<file path="src/rtl/abphase_stream_packer.sv">
// Absolute-phase stream packer: tags pixels with sof/eol,
// buffers them in a FIFO and presents a valid/ready stream.
module abphase_stream_packer #(
  parameter int DATA_WIDTH    = 32,
  parameter int IMG_W         = 1280,
  parameter int IMG_H         = 1024,
  parameter int FIFO_DEPTH    = 16,
  parameter int OVF_CNT_WIDTH = 16,
  localparam int LW = $clog2(FIFO_DEPTH) + 1
) (
  input  logic                     clk,
  input  logic                     rst,
  input  logic                     frame_vsync,
  input  logic [DATA_WIDTH-1:0]    abphase_in,
  input  logic                     abphase_valid,
  output logic [DATA_WIDTH-1:0]    out_data,
  output logic                     out_sof,
  output logic                     out_eol,
  output logic                     out_valid,
  input  logic                     out_ready,
  output logic [LW-1:0]            fifo_level,
  output logic                     overflow,
  output logic [OVF_CNT_WIDTH-1:0] drop_cnt
);

  localparam int AW = $clog2(FIFO_DEPTH);
  localparam int CW = (IMG_W > 1) ? $clog2(IMG_W) : 1;
  localparam int RW = (IMG_H > 1) ? $clog2(IMG_H) : 1;
  localparam int EW = DATA_WIDTH + 2;

  logic [EW-1:0] mem [FIFO_DEPTH];
  logic [AW-1:0] wr_ptr;
  logic [AW-1:0] rd_ptr;
  logic [LW-1:0] level;

  logic          vs_q;
  logic          vs_edge;
  logic [CW-1:0] col;
  logic [RW-1:0] row;

  logic          full;
  logic          empty;
  logic          rd_en;
  logic          wr_en;
  logic          drop;
  logic [CW-1:0] col_eff;
  logic [RW-1:0] row_eff;
  logic          tag_sof;
  logic          tag_eol;
  logic [EW-1:0] head;

  assign full    = (level == LW'(FIFO_DEPTH));
  assign empty   = (level == '0);
  assign rd_en   = !empty && out_ready;
  assign wr_en   = abphase_valid && (!full || rd_en);
  assign drop    = abphase_valid && !wr_en;

  // The frame-start pulse overrides the position for this cycle's sample.
  assign col_eff = vs_edge ? '0 : col;
  assign row_eff = vs_edge ? '0 : row;
  assign tag_sof = (col_eff == '0) && (row_eff == '0);
  assign tag_eol = (col_eff == CW'(IMG_W - 1));

  always_ff @(posedge clk or negedge rst) begin
    if (!rst) begin
      vs_q    <= 1'b0;
      vs_edge <= 1'b0;
    end else begin
      vs_q    <= frame_vsync;
      vs_edge <= frame_vsync && !vs_q;
    end
  end

  always_ff @(posedge clk or negedge rst) begin
    if (!rst) begin
      col <= '0;
      row <= '0;
    end else if (abphase_valid) begin
      if (col_eff == CW'(IMG_W - 1)) begin
        col <= '0;
        if (row_eff == RW'(IMG_H - 1))
          row <= '0;
        else
          row <= row_eff + 1'b1;
      end else begin
        col <= col_eff + 1'b1;
        row <= row_eff;
      end
    end else if (vs_edge) begin
      col <= '0;
      row <= '0;
    end
  end

  always_ff @(posedge clk) begin
    if (wr_en)
      mem[wr_ptr] <= {tag_sof, tag_eol, abphase_in};
  end

  always_ff @(posedge clk or negedge rst) begin
    if (!rst) begin
      wr_ptr <= '0;
      rd_ptr <= '0;
      level  <= '0;
    end else begin
      if (wr_en)
        wr_ptr <= wr_ptr + 1'b1;
      if (rd_en)
        rd_ptr <= rd_ptr + 1'b1;
      unique case ({wr_en, rd_en})
        2'b10:   level <= level + 1'b1;
        2'b01:   level <= level - 1'b1;
        default: level <= level;
      endcase
    end
  end

  always_ff @(posedge clk or negedge rst) begin
    if (!rst) begin
      overflow <= 1'b0;
      drop_cnt <= '0;
    end else if (vs_edge) begin
      overflow <= drop;
      drop_cnt <= drop ? OVF_CNT_WIDTH'(1) : '0;
    end else if (drop) begin
      overflow <= 1'b1;
      if (drop_cnt != '1)
        drop_cnt <= drop_cnt + 1'b1;
    end
  end

  assign head       = mem[rd_ptr];
  assign out_valid  = !empty;
  assign out_data   = empty ? '0 : head[DATA_WIDTH-1:0];
  assign out_eol    = !empty && head[DATA_WIDTH];
  assign out_sof    = !empty && head[DATA_WIDTH+1];
  assign fifo_level = level;

endmodule

</file>
<file path="config.mk">
export PLATFORM = sky130hd
export DESIGN_NAME = abphase_stream_packer
export DESIGN_NICKNAME = d
export VERILOG_FILES = /design/src/rtl/abphase_stream_packer.sv
export SDC_FILE = /design/constraint.sdc
export NUM_CORES = 1
export LEC_CHECK = 0
export CAP_MARGIN = 10
export CORE_UTILIZATION = 40
export DETAILED_ROUTE_END_ITERATION = 16
export SETUP_SLACK_MARGIN = 0.5
export SLEW_MARGIN = 0
export SYNTH_ARGS = -nofsm -noshare
export SYNTH_HDL_FRONTEND = slang
export SYNTH_SLANG_ARGS = --single-unit
</file>
<file path="constraint.sdc">
create_clock -name clk -period 6 [get_ports clk]
set_input_delay 1.5 -clock clk [delete_from_list [all_inputs] [get_ports clk]]
set_output_delay 1.5 -clock clk [all_outputs]
set_load 0.02 [all_outputs]
</file>
==> results.json, run 1 <==
{
  "synth_seq_area_share_pct": 74.3,
  "peak_fanout_along_the_critical_path": 34,
  "setup_fix_bufs_post_cts": 0,
  "r2r_cells": 8,
  "pwr_density_cell_nw_per_um2": 467,
  "power_mw": 13.0,
  "routed_wire_length_mm": 49.2,
  "initial_core_util_pct": 40.8,
  "cp_cell_sequence": "nor4_4 > nand2_1 > nand2b_2 > o22ai_1 > clkdlybuf4s50_1",
  "p_leak_nw": 9.18,
  "h-tree-depth": 3,
  "worst_hold_startpoint": "vs_q$_DFF_PN0_",
  "synth_enable_flop_cells": 544,
  "critical_path_startpoint": "fifo_level[2]$_DFFE_PN0P_",
  "gp_congestion": 0.780,
  "cp_data_required_time_ns": 4.50,
  "worstHoldEndpoint": "vs_edge$_DFF_PN0_",
  "wire_length_of_the_first_global_routing_pass_mm": 75.6,
  "detail-route-antenna-nets": 0,
  "critical_path.reg2reg.startpoint": "fifo_level[2]$_DFFE_PN0P_",
  "syn_avg_cell_area_um2": 20.1,
  "cts_hold_buf": 0,
  "worst_r2r_endpoint": "fifo_level[4]$_DFFE_PN0P_",
  "maxCapViolations": 0,
  "grt_antenna_before_repair": 1,
  "postLayoutCoreUtil_pct": 47.9,
  "syn_inst": 1180,
  "post_synth_most_frequent_cells": "sky130_fd_sc_hd__edfxtp_1, sky130_fd_sc_hd__mux4_2, sky130_fd_sc_hd__mux2i_1",
  "route.vias.total": 11600,
  "die_span_x_um": 246,
  "async_flop_share_pct": 8.88,
  "synth_most_common_cell": "sky130_fd_sc_hd__edfxtp_1",
  "syn-num-nets": 1231,
  "slew_viol_final": 0,
  "cts_made_buffers": 66,
  "finalClockSkew_ns": 0.0210,
  "synth.ff_latch_count": 597,
  "synth_area_leader": "sky130_fd_sc_hd__edfxtp_1",
  "via_per_inst": 5.47,
  "tightestPinTransition_ns": 1.21,
  "busiest_layer_in_global_routing": "met2",
  "rsz0062_at_grt": "no",
  "detail_route.drc_violations": 0,
  "worst_ep_arrival_time_ns": 3.69,
  "hpwlAfterDp_mm": 28.1,
  "rows": 88,
  "setup_slack_reg_to_reg_ns": 3.11,
  "drive_gt1_share_pct": 22.0,
  "synth_cell_type_count": 51,
  "met1_usage_pct": 23.3,
  "synthDominantCellAreaShare_pct": 68.8,
  "cts_tree": "done",
  "final-hold-violation-count": 0,
  "wl_per_cell_um": 23.1,
  "ctsResizeCount": 0,
  "timing_worst_setup_path_type": "flip-flop to output port",
  "die_y_um": 246,
  "cpLargestDelayFamily": "simple AND/OR/NAND/NOR gates",
  "hold_path_depth": 1,
  "finalSetupViolations": 0,
  "synthesis.area_um2": 23800,
  "die-area_um2": 60400,
  "n_fill_cell": 4725,
  "io_pins": 94,
  "critical_path_cell_count": 5,
  "clk_pin_slew_ns": 0.06,
  "gr-total-overflow": 0,
  "core_area_um2": 58200,
  "cp-end-kind": "output port",
  "cpPeakStageDelay_ns": 0.88,
  "gr-usage-all-layers_pct": 16.8,
  "cell_with_the_largest_stage_delay_on_the_worst_path": "sky130_fd_sc_hd__nand2b_2",
  "cells_taking_the_most_area_after_synthesis": "sky130_fd_sc_hd__edfxtp_1, sky130_fd_sc_hd__mux4_2, sky130_fd_sc_hd__dfrtp_1",
  "drt_iter0_markers": 807,
  "synth-main-ff-cell": "sky130_fd_sc_hd__edfxtp_1",
  "clk_latency_worst_skew_pair_ns": 0.60,
  "portBuffers": 93,
  "drt_pre_antenna_iters": 5,
  "syn2layout_area_growth_pct": 17.4,
  "clockRootBuffer": "sky130_fd_sc_hd__clkbuf_16",
  "hold_class": "flip-flop to flip-flop",
  "worst-path-buf-inv": 1,
  "slew-limit-headroom_pct": 19.6,
  "setup.worst_path.start_class": "flip-flop",
  "finalSetupTns_ns": 0,
  "globalRouteMet3Util_pct": 3.65,
  "cts_sinks": 597,
  "period_share_pct": 86.6,
  "outcome": "finished, final reports clean",
  "max_freq_mhz": 192,
  "minimum_period_implied_by_the_final_worst_setup_slack_ns": 5.19,
  "gr-usage-met2_pct": 26.6,
  "synthesis.yosys.warnings": 0,
  "insertedDiodeCount": 0,
  "ir_worst_vdd_v": 0.000279,
  "vias_in_the_first_global_route": 12300,
  "largest_net_degree_at_the_start_of_global_routing": 69,
  "num-nets-final": 1364,
  "cts-root-to-sink-buffers": 3
}
-- registers in the layout, summed over array words and instances, names as in the netlist --
name / cells
vs_edge: 1
fifo_level: 5
vs_q: 1
col: 11
drop_cnt: 16
overflow: 1
rd_ptr: 4
wr_ptr: 4
row: 10
mem: 544
-- layer usage --
layer | vias up | wire length, um
li1 | 5154 | -
met1 | 6133 | 22200
met2 | 292 | 23600
met3 | 54 | 2630
met4 | 2 | 727
met5 | - | 11
-- through the flow --
step	std cells	setup slack, ns	hold WS (ns)	instance area, um^2
floorplan	1180	0.491	0.378	23800
detailed placement	2010	1.46	0.386	25800
global route	2129	0.684	0.419	27900
finish	2129	0.805	0.392	27900
global placement	2008	1.48	0.383	25700
CTS	2129	0.802	0.394	27900
-- worst max path at each step --
stage	end
floorplan	mem[0][0]$_DFFE_PP_
detailed placement	out_eol
CTS	out_eol
global placement	out_eol
finish	out_eol
global route	out_eol
-- cell usage in the layout (no fill, tap or decap), types with 13 or more instances in the layout --
| master | count |
|---|---|
| sky130_fd_sc_hd__buf_4 | 25 |
| sky130_fd_sc_hd__nor2_1 | 19 |
| sky130_fd_sc_hd__clkbuf_16 | 68 |
| sky130_fd_sc_hd__nand4_1 | 15 |
| sky130_fd_sc_hd__mux4_2 | 136 |
| sky130_fd_sc_hd__inv_1 | 15 |
| sky130_fd_sc_hd__o22ai_1 | 35 |
| sky130_fd_sc_hd__dfrtp_1 | 50 |
| sky130_fd_sc_hd__clkbuf_1 | 16 |
| sky130_fd_sc_hd__edfxtp_1 | 544 |
| sky130_fd_sc_hd__nand2_1 | 33 |
| sky130_fd_sc_hd__ha_1 | 13 |
| sky130_fd_sc_hd__mux2i_1 | 72 |
| sky130_fd_sc_hd__clkdlybuf4s50_1 | 92 |
| sky130_fd_sc_hd__nor2b_1 | 14 |
| sky130_fd_sc_hd__nand3_1 | 21 |
| sky130_fd_sc_hd__xnor2_1 | 13 |
-- layout make-up --
cell class	count	area (um^2)	share of cell area [%]
Sequential cell	597	17700	63.3
Clock inverter	33	328	1.17
Inverter	15	56.3	0.202
Clock buffer	86	1790	6.41
Timing Repair Buffer	124	1230	4.42
Tap cell	765	957	3.43
Multi-Input combinational cell	509	5870	21.0
-- power breakdown --
part	switching (mW)	internal, mW
registers	0.331	4.98
clock network	1.61	2.34
logic	1.96	1.81
-- logic make-up (layout without fill, tap and decap cells) --
logic type               count (synthesis)  in the layout  synth area share, %
AO/OA/AOI/OAI                           85             85                 2.39
XOR/XNOR                                18             18                0.664
adder cells (fa/ha/maj)                 14             14                0.769
buffers and inverters                   74            258                 1.27
flip-flops                             597            597                 74.3
multiplexers                           219            219                 16.4
AND/OR/NAND/NOR                        173            173                 4.13
Note: power is estimated with default switching activity, not from simulation.
==> run 2: changes to the inputs <==
--- a/config.mk
+++ b/config.mk
@@ -6,6 +6,7 @@
 export NUM_CORES = 1
 export LEC_CHECK = 0
 export CAP_MARGIN = 10
+export CORE_MARGIN = 1.5
 export CORE_UTILIZATION = 40
 export DETAILED_ROUTE_END_ITERATION = 16
 export SETUP_SLACK_MARGIN = 0.5
@@ -13,3 +14,4 @@
 export SYNTH_ARGS = -nofsm -noshare
 export SYNTH_HDL_FRONTEND = slang
 export SYNTH_SLANG_ARGS = --single-unit
+export TNS_END_PERCENT = 100
==> results.json, run 2 (synthesized netlist as in run 1, its figures left out) <==
{
  "setup_fix_bufs_post_cts": 0,
  "clk_pin_slew_ns": 0.06,
  "worst_ep_arrival_time_ns": 3.63,
  "multi_input_area_um2": 5870,
  "max_freq_mhz": 195,
  "clk_latency_worst_skew_pair_ns": 0.63,
  "num-nets-final": 1361,
  "insertedDiodeCount": 0,
  "ctsResizeCount": 0,
  "h-tree-depth": 2,
  "die_y_um": 247,
  "gp_congestion": 0.772,
  "via_per_inst": 5.48,
  "cts_made_buffers": 61,
  "power_mw": 12.8,
  "cp_cell_sequence": "nor4_4 > nand2_1 > nand2b_2 > o22ai_1 > clkdlybuf4s50_1",
  "layout.cells.most_common": "sky130_fd_sc_hd__edfxtp_1",
  "hold_path_depth": 1,
  "dpl_cell_area_um2": 25800,
  "hpwlAfterDp_mm": 28.2,
  "cts-root-to-sink-buffers": 3,
  "max_reg_flops": 544,
  "detail-route-antenna-nets": 0,
  "pwr_density_cell_nw_per_um2": 460,
  "drive_gt1_share_pct": 21.7,
  "detail_route.drc_violations": 0,
  "cell_with_the_largest_stage_delay_on_the_worst_path": "sky130_fd_sc_hd__nand2b_2",
  "wire_length_of_the_first_global_routing_pass_mm": 77.4,
  "met1_usage_pct": 23.5,
  "gr-usage-all-layers_pct": 17.1,
  "r2r_cells": 8,
  "p_leak_nw": 9.11,
  "initial_core_util_pct": 40.3,
  "gr-total-overflow": 0,
  "clockRootBuffer": "sky130_fd_sc_hd__clkbuf_16",
  "slew-limit-headroom_pct": 19.6,
  "cp-end-kind": "output port",
  "cpPeakStageDelay_ns": 0.83,
  "timing_worst_setup_path_type": "flip-flop to output port",
  "period_share_pct": 85.5,
  "globalRouteMet3Util_pct": 3.56,
  "routed_wire_length_mm": 50.6,
  "maxCapViolations": 0,
  "post-place-ws_ns": 1.41,
  "finalSetupTns_ns": 0,
  "final_non_filler_cell_total": 2132,
  "cpLargestDelayFamily": "simple AND/OR/NAND/NOR gates",
  "vias_in_the_first_global_route": 12300,
  "n_fill_cell": 4837,
  "setup.worst_path.start_class": "flip-flop",
  "minimum_period_implied_by_the_final_worst_setup_slack_ns": 5.13,
  "cp_data_required_time_ns": 4.50,
  "wl_per_cell_um": 23.7,
  "cts_hold_buf": 0,
  "dp_cells": 2020,
  "busiest_layer_in_global_routing": "met2",
  "rsz0062_at_grt": "no",
  "worst-path-buf-inv": 1,
  "final-hold-violation-count": 0,
  "top_regs": "mem x544, drop_cnt x16, col x11",
  "peak_fanout_along_the_critical_path": 34,
  "die_span_x_um": 247,
  "route.vias.total": 11700,
  "grt_antenna_before_repair": 0,
  "fin_hold_ws_ns": 0.397,
  "slew_viol_final": 0,
  "ir_worst_vdd_v": 0.000427,
  "drt_iter0_markers": 896,
  "layout.cells.most_common_list": "sky130_fd_sc_hd__edfxtp_1, sky130_fd_sc_hd__mux4_2, sky130_fd_sc_hd__clkdlybuf4s50_1",
  "critical_path_cell_count": 5,
  "gr-usage-met2_pct": 28.0,
  "rows": 89,
  "portBuffers": 93,
  "postLayoutCoreUtil_pct": 47.2,
  "syn2layout_area_growth_pct": 17.0,
  "finalSetupViolations": 0,
  "largest-register": "mem",
  "io_pins": 94,
  "tightestPinTransition_ns": 1.21,
  "finalClockSkew_ns": 0.0249,
  "cts_tree": "done",
  "stdcell_area_um2": 27800,
  "die-area_um2": 60900,
  "cts_sinks": 597,
  "largest_net_degree_at_the_start_of_global_routing": 53,
  "core_area_um2": 58900,
  "hold_class": "flip-flop to flip-flop",
  "drt_pre_antenna_iters": 4,
  "outcome": "finished, final reports clean",
  "seq_area_um2": 17700,
  "setup_slack_ns": 0.869
}
## run 2: changes by cell type in the layout (fill, tap and decap cells not counted), moves of 2 or more
cell | before | now
sky130_fd_sc_hd__clkbuf_1 | 16 | 12
sky130_fd_sc_hd__buf_12 | 6 | 9
sky130_fd_sc_hd__clkinv_2 | 8 | 11
sky130_fd_sc_hd__clkinv_1 | 11 | 15
sky130_fd_sc_hd__clkbuf_8 | 2 | 0
sky130_fd_sc_hd__inv_6 | 5 | 0
sky130_fd_sc_hd__clkbuf_16 | 68 | 61
sky130_fd_sc_hd__clkinvlp_4 | 1 | 4
## run 2: final cells by class
class / instances / share of cell area (%)
clock buffers: 73 / 5.65
repair buffers: 126 / 4.63
well taps: 773 / 3.48
clock inverters: 39 / 1.38
flip-flops and latches: 597 / 63.6
inverters: 15 / 0.202
multi-input cells: 509 / 21.1
## run 2: power breakdown
group	switching, mW	internal, mW	leakage (nW)	total (mW)
combinational	1.90	1.83	2.54	3.73
sequential	0.403	4.97	5.63	5.38
clock	1.57	2.12	0.943	3.69
## run 2: routing by layer
layer / vias up / routed length [um]
met3: 72 / 2430
li1: 5144 / -
met5: - / 0
met4: 0 / 904
met2: 242 / 24700
met1: 6230 / 22600
## run 2: final timing paths
| kind | to | slack (ns) | start |
|---|---|---|---|
| setup / recovery | out_eol | 0.87 | fifo_level[3]$_DFFE_PN0P_ |
| max in group asynchronous | rd_ptr[0]$_DFFE_PN0N_ | 4.26 | rst |
| min in group asynchronous | row[5]$_DFF_PN0_ | 0.84 | rst |
| setup reg to reg | fifo_level[4]$_DFFE_PN0P_ | 3.03 | fifo_level[3]$_DFFE_PN0P_ |
| hold reg to reg | vs_edge$_DFF_PN0_ | 0.40 | vs_q$_DFF_PN0_ |
| hold / removal | vs_edge$_DFF_PN0_ | 0.40 | vs_q$_DFF_PN0_ |
## run 2: worst reg2reg max path: stages (launching register included)
cell	delay (ns)
sky130_fd_sc_hd__dfrtp_1	0.48
sky130_fd_sc_hd__or4_4	0.60
sky130_fd_sc_hd__o21ai_4	0.26
sky130_fd_sc_hd__nor2_1	0.17
sky130_fd_sc_hd__fa_1	0.45
sky130_fd_sc_hd__a21o_1	0.20
sky130_fd_sc_hd__a21o_1	0.21
sky130_fd_sc_hd__or4_1	0.41
sky130_fd_sc_hd__o2111ai_1	0.11
